### config.mk
export PLATFORM = sky130hd
export DESIGN_NAME = pr_freeze_sequencer
export DESIGN_NICKNAME = d
export VERILOG_FILES = /design/src/rtl/pr_freeze_sequencer.sv
export SDC_FILE = /design/constraint.sdc
export NUM_CORES = 1
export LEC_CHECK = 0
export ABC_AREA = 1
export CAP_MARGIN = 20
export CORE_ASPECT_RATIO = 1.4
export CORE_MARGIN = 2
export CORE_UTILIZATION = 24
export DETAILED_ROUTE_END_ITERATION = 6
export MAX_ROUTING_LAYER = met4
export SLEW_MARGIN = 20
export SYNTH_ARGS = -nofsm -noshare
export SYNTH_HDL_FRONTEND = slang
export SYNTH_SLANG_ARGS = --single-unit
### constraint.sdc
create_clock -name clk -period 2.3 [get_ports clk]
set_input_delay 0.345 -clock clk [delete_from_list [all_inputs] [get_ports clk]]
set_output_delay 0.345 -clock clk [all_outputs]
set_load 0.01 [all_outputs]
### src/rtl/pr_freeze_sequencer.sv
// Freeze/soft-reset sequencer for the PR slot: drains AFU Tx traffic, freezes for
// partial reconfiguration, then unfreezes and holds the AFU in reset before running.
module pr_freeze_sequencer #(
  parameter int NUM_LINKS         = 1,
  parameter int IDLE_STABLE_CYC   = 16,
  parameter int DRAIN_TIMEOUT_CYC = 4096,
  parameter int UNFREEZE_DLY_CYC  = 8,
  parameter int RST_HOLD_CYC      = 32
) (
  input  logic                 clk,
  input  logic                 rst_n,
  input  logic                 pr_req,
  input  logic                 pr_done,
  input  logic                 afu_rst_req,
  input  logic [NUM_LINKS-1:0] tx_active,
  output logic                 pr_freeze,
  output logic                 softreset,
  output logic                 pr_ready,
  output logic                 drain_timeout,
  output logic [2:0]           state_o
);

  typedef enum logic [2:0] {
    ST_RST_HOLD = 3'd0,
    ST_RUN      = 3'd1,
    ST_DRAIN    = 3'd2,
    ST_FROZEN   = 3'd3,
    ST_UNFREEZE = 3'd4,
    ST_AFU_RST  = 3'd5
  } state_t;

  localparam logic [15:0] RST_LOAD   = 16'(RST_HOLD_CYC - 1);
  localparam logic [15:0] DRAIN_LOAD = 16'(DRAIN_TIMEOUT_CYC - 1);
  localparam logic [15:0] UNF_LOAD   = 16'(UNFREEZE_DLY_CYC - 1);
  localparam logic [15:0] IDLE_LAST  = 16'(IDLE_STABLE_CYC - 1);

  state_t      state_q, state_d;
  logic [15:0] cnt_q, cnt_d;
  logic [15:0] idle_q, idle_d;
  logic        dto_d;
  logic        freeze_d, softreset_d, ready_d;
  logic        tx_busy;
  logic        idle_hit;

  assign tx_busy  = |tx_active;
  assign idle_hit = !tx_busy && (idle_q == IDLE_LAST);

  always_comb begin
    state_d = state_q;
    cnt_d   = cnt_q;
    idle_d  = idle_q;
    dto_d   = drain_timeout;

    case (state_q)
      ST_RST_HOLD, ST_AFU_RST: begin
        if (cnt_q == '0) state_d = ST_RUN;
        else             cnt_d   = cnt_q - 16'd1;
      end
      ST_RUN: begin
        if (pr_req) begin
          state_d = ST_DRAIN;
          cnt_d   = DRAIN_LOAD;
          idle_d  = '0;
          dto_d   = 1'b0;
        end else if (afu_rst_req) begin
          state_d = ST_AFU_RST;
          cnt_d   = RST_LOAD;
        end
      end
      ST_DRAIN: begin
        // Abort wins, then a stable idle window, then the timeout.
        if (!pr_req) begin
          state_d = ST_RUN;
        end else if (idle_hit) begin
          state_d = ST_FROZEN;
        end else if (cnt_q == '0) begin
          state_d = ST_FROZEN;
          dto_d   = 1'b1;
        end else begin
          cnt_d  = cnt_q - 16'd1;
          idle_d = tx_busy ? '0 : idle_q + 16'd1;
        end
      end
      ST_FROZEN: begin
        if (pr_done) begin
          state_d = ST_UNFREEZE;
          cnt_d   = UNF_LOAD;
        end
      end
      ST_UNFREEZE: begin
        if (cnt_q == '0) begin
          state_d = ST_RST_HOLD;
          cnt_d   = RST_LOAD;
        end else begin
          cnt_d = cnt_q - 16'd1;
        end
      end
      default: begin
        state_d = ST_RST_HOLD;
        cnt_d   = RST_LOAD;
      end
    endcase

    // Outputs are decoded from the next state so they register alongside it.
    freeze_d    = (state_d == ST_FROZEN) || (state_d == ST_UNFREEZE);
    softreset_d = (state_d != ST_RUN) && (state_d != ST_DRAIN);
    ready_d     = (state_d == ST_FROZEN);
  end

  always_ff @(posedge clk or negedge rst_n) begin
    if (!rst_n) begin
      state_q       <= ST_RST_HOLD;
      cnt_q         <= RST_LOAD;
      idle_q        <= '0;
      pr_freeze     <= 1'b0;
      softreset     <= 1'b1;
      pr_ready      <= 1'b0;
      drain_timeout <= 1'b0;
    end else begin
      state_q       <= state_d;
      cnt_q         <= cnt_d;
      idle_q        <= idle_d;
      pr_freeze     <= freeze_d;
      softreset     <= softreset_d;
      pr_ready      <= ready_d;
      drain_timeout <= dto_d;
    end
  end

  assign state_o = state_q;

endmodule
==> run metrics <==
Fin Clk Skew=0.004360 ns; Area Overhead vs Synth=13.52%; largest net degree at the start of global routing=40; final wirelength=6847 um; routed via count=2722; hold_ws=0.1752 ns; YS warnings=0; top cell type's share of synthesized area=28.88%; critical path startpoint category=register; Starting Density=24.43%; sequential area share after synthesis=34.40%; Die Ht=133.1 um; Crit Path Max Fanout=27; status=complete, no violations; number of DRC markers in iteration 0=113; Yosys reg bits=39; Chip Width=96.25 um; Crit. End Element=register; Total GRT Usage=11.78%; Placeable Area=11700 um2; critical path's slowest cell=dfrtp_1; largest area contributor in the netlist=dfrtp_1; final hold violations=0; CTS Buffer Depth=2; Post-synth EDFFs=0; die footprint=12810 um2; first-pass GRT wire length=11750 um; CP Cell Sequence=ha_1, nand3_1, nor2_1, nand3_1, nand2_1, nand2_2, nand2_4, nand2_1, o21ai_1; CP top delay family=simple AND/OR/NAND/NOR gates; cell count after synthesis=437; flop2flop setup slack=0.30 ns; min-delay worst type=input pin to async pin; worst vdd ir=384.9 uV; ys async rst share=100.0%; Slew headroom=40.60%; ANT nets after route=0; Fmax=500.9 MHz; total gr overflow=0; ys flop type=dfrtp_1; Root Buffer=clkbuf_16; Critical Path RT=2.50 ns; cts repair resizes=0; clk sinks=39; period utilisation layout=86.81%; antenna cells=0; Netlist Area Pre-Place=2859 um2; post-layout min period=1.997 ns; Setup TNS Final=0 ns; DR WL/cell=11.41 um; drt pass-1 iters=4; max-slew violations=0; GP Congestion=0.8841; CTS Hold Bufs=0; fill count=1274; Seq. cell area=983.4 um2; syn_nets=445; Num CTS Buffers=5; synth top area cells=dfrtp_1, nand2_1, nor2_1; Buffers on Ports=12; share of layout cells above drive strength 1=10.60%; Setup Buffers After CTS=0; multi-input logic area=1643 um2; worst skew pair latency=0.28 ns; NumNets Final=460; htree depth=2; Via density=4.537; worst path bufs/invs=0; Final Setup Violations=0; Post-Syn Area per Cell=6.542 um2; crit path kind=register to register; DPL Wire Length=5178 um; Remaining DRCs=0; crit path DAT=2.20 ns; RSZ-0062 raised after global routing=no; leak pwr=1.626 nW; vias in the first global route=2593; initial antenna violation count=0; row cnt=47; synth unique cells=34; Max-Cap Viols=0; Ports=13; pwr/cell area=986.6 nW/um2; CP max stage delay=0.41 ns; CTS tree=done; clock-pin slew on the worst setup and hold paths=0.06 ns; Slew @ Worst Pin=0.8911 ns
==> cell usage in the layout, fill, tap and decap left out, drive strengths merged <==
master and n:
or2 1, nand4 15, nor2 64, and2 2, a21oi 5, nand3 40
clkdlybuf4s50 11, nor3 4, nand2b 1, xnor2 2, and3 2, inv 44
nand2 185, ha 2, a21o 1, nor3b 1, o21ai 14, clkinv 1
buf 3, clkbuf 7, dfstp 6, dfrtp 33, xor2 6, o21bai 3
==> through the flow <==
stage / util, % / power, mW / setup slack [ns] / area [um2] / cells
after floorplan: - / 2.224 / 0.6026 / 2859 / 437
final: 27.73 / 3.202 / 0.3034 / 3246 / 600
after global routing: 27.73 / 3.491 / 0.1280 / 3246 / 600
after global placement: 26.56 / 2.524 / 0.2889 / 3108 / 592
after detailed placement: 26.56 / 2.556 / 0.2517 / 3108 / 592
after CTS: 27.73 / 3.235 / 0.3218 / 3246 / 600
==> Yosys cell counts, types with 3 or more instances <==
| master | count |
|---|---|
| nand2_4 | 3 |
| xor2_1 | 6 |
| inv_2 | 5 |
| o21bai_1 | 3 |
| nand2_2 | 14 |
| a21oi_1 | 4 |
| dfstp_2 | 6 |
| nor2_1 | 58 |
| nor2_4 | 3 |
| buf_6 | 3 |
| nand3_1 | 37 |
| nor3_1 | 4 |
| inv_1 | 38 |
| nand4_1 | 15 |
| nand2_1 | 168 |
| dfrtp_1 | 33 |
| nor2_2 | 3 |
| o21ai_1 | 12 |
==> per-layer routing <==
metal  share of wire (%)  vias to the layer above  GRT usage [%]
li1                    -                     1405              -
met1                  42                     1241          13.60
met2                  51                       55          20.02
met3                 3.8                       21          2.319
met4                 2.7                        0          4.048
met5                   0                        -              -
==> area by class of cell <==
cell class / instances / area share (%)
inverters: 44 / 5.166
well taps: 147 / 5.667
clock inverters: 1 / 0.1542
multi-input cells: 348 / 50.62
flip-flops and latches: 39 / 30.30
repair buffers: 14 / 4.009
clock buffers: 7 / 4.086
==> final timing paths <==
check,startpoint,cells past startpoint,end
worst max-delay path,idle_q[0],9,idle_q[6]
worst min-delay path,rst_n,1,idle_q[4]
worst max register to register,idle_q[0],9,idle_q[6]
worst min register to register,cnt_q[1],2,cnt_q[1]
max in group asynchronous,rst_n,1,idle_q[13]
min in group clk,cnt_q[1],2,cnt_q[1]
==> report_power, final <==
group	switching, mW	internal [mW]
registers	0.182	0.883
logic	0.952	0.519
clock network	0.265	0.401
total	1.40	1.80
==> flip-flops by register name, summed over array words and instances (netlist names) <==
| name | count |
|---|---|
| softreset | 1 |
| drain_timeout | 1 |
| pr_ready | 1 |
| state_o | 3 |
| pr_freeze | 1 |
| cnt_q | 16 |
| idle_q | 16 |
==> cell families after synthesis <==
logic type | after synthesis | synth area share [%]
DFF | 39 | 34.40
xor gates and xnor gates | 8 | 2.451
buffers and inverters | 50 | 8.140
AOI/OAI and AO/OA | 23 | 4.771
and+or+nand+nor | 315 | 49.37
adders and majority gates | 2 | 0.8751
Power figures use the tool's default switching activity.
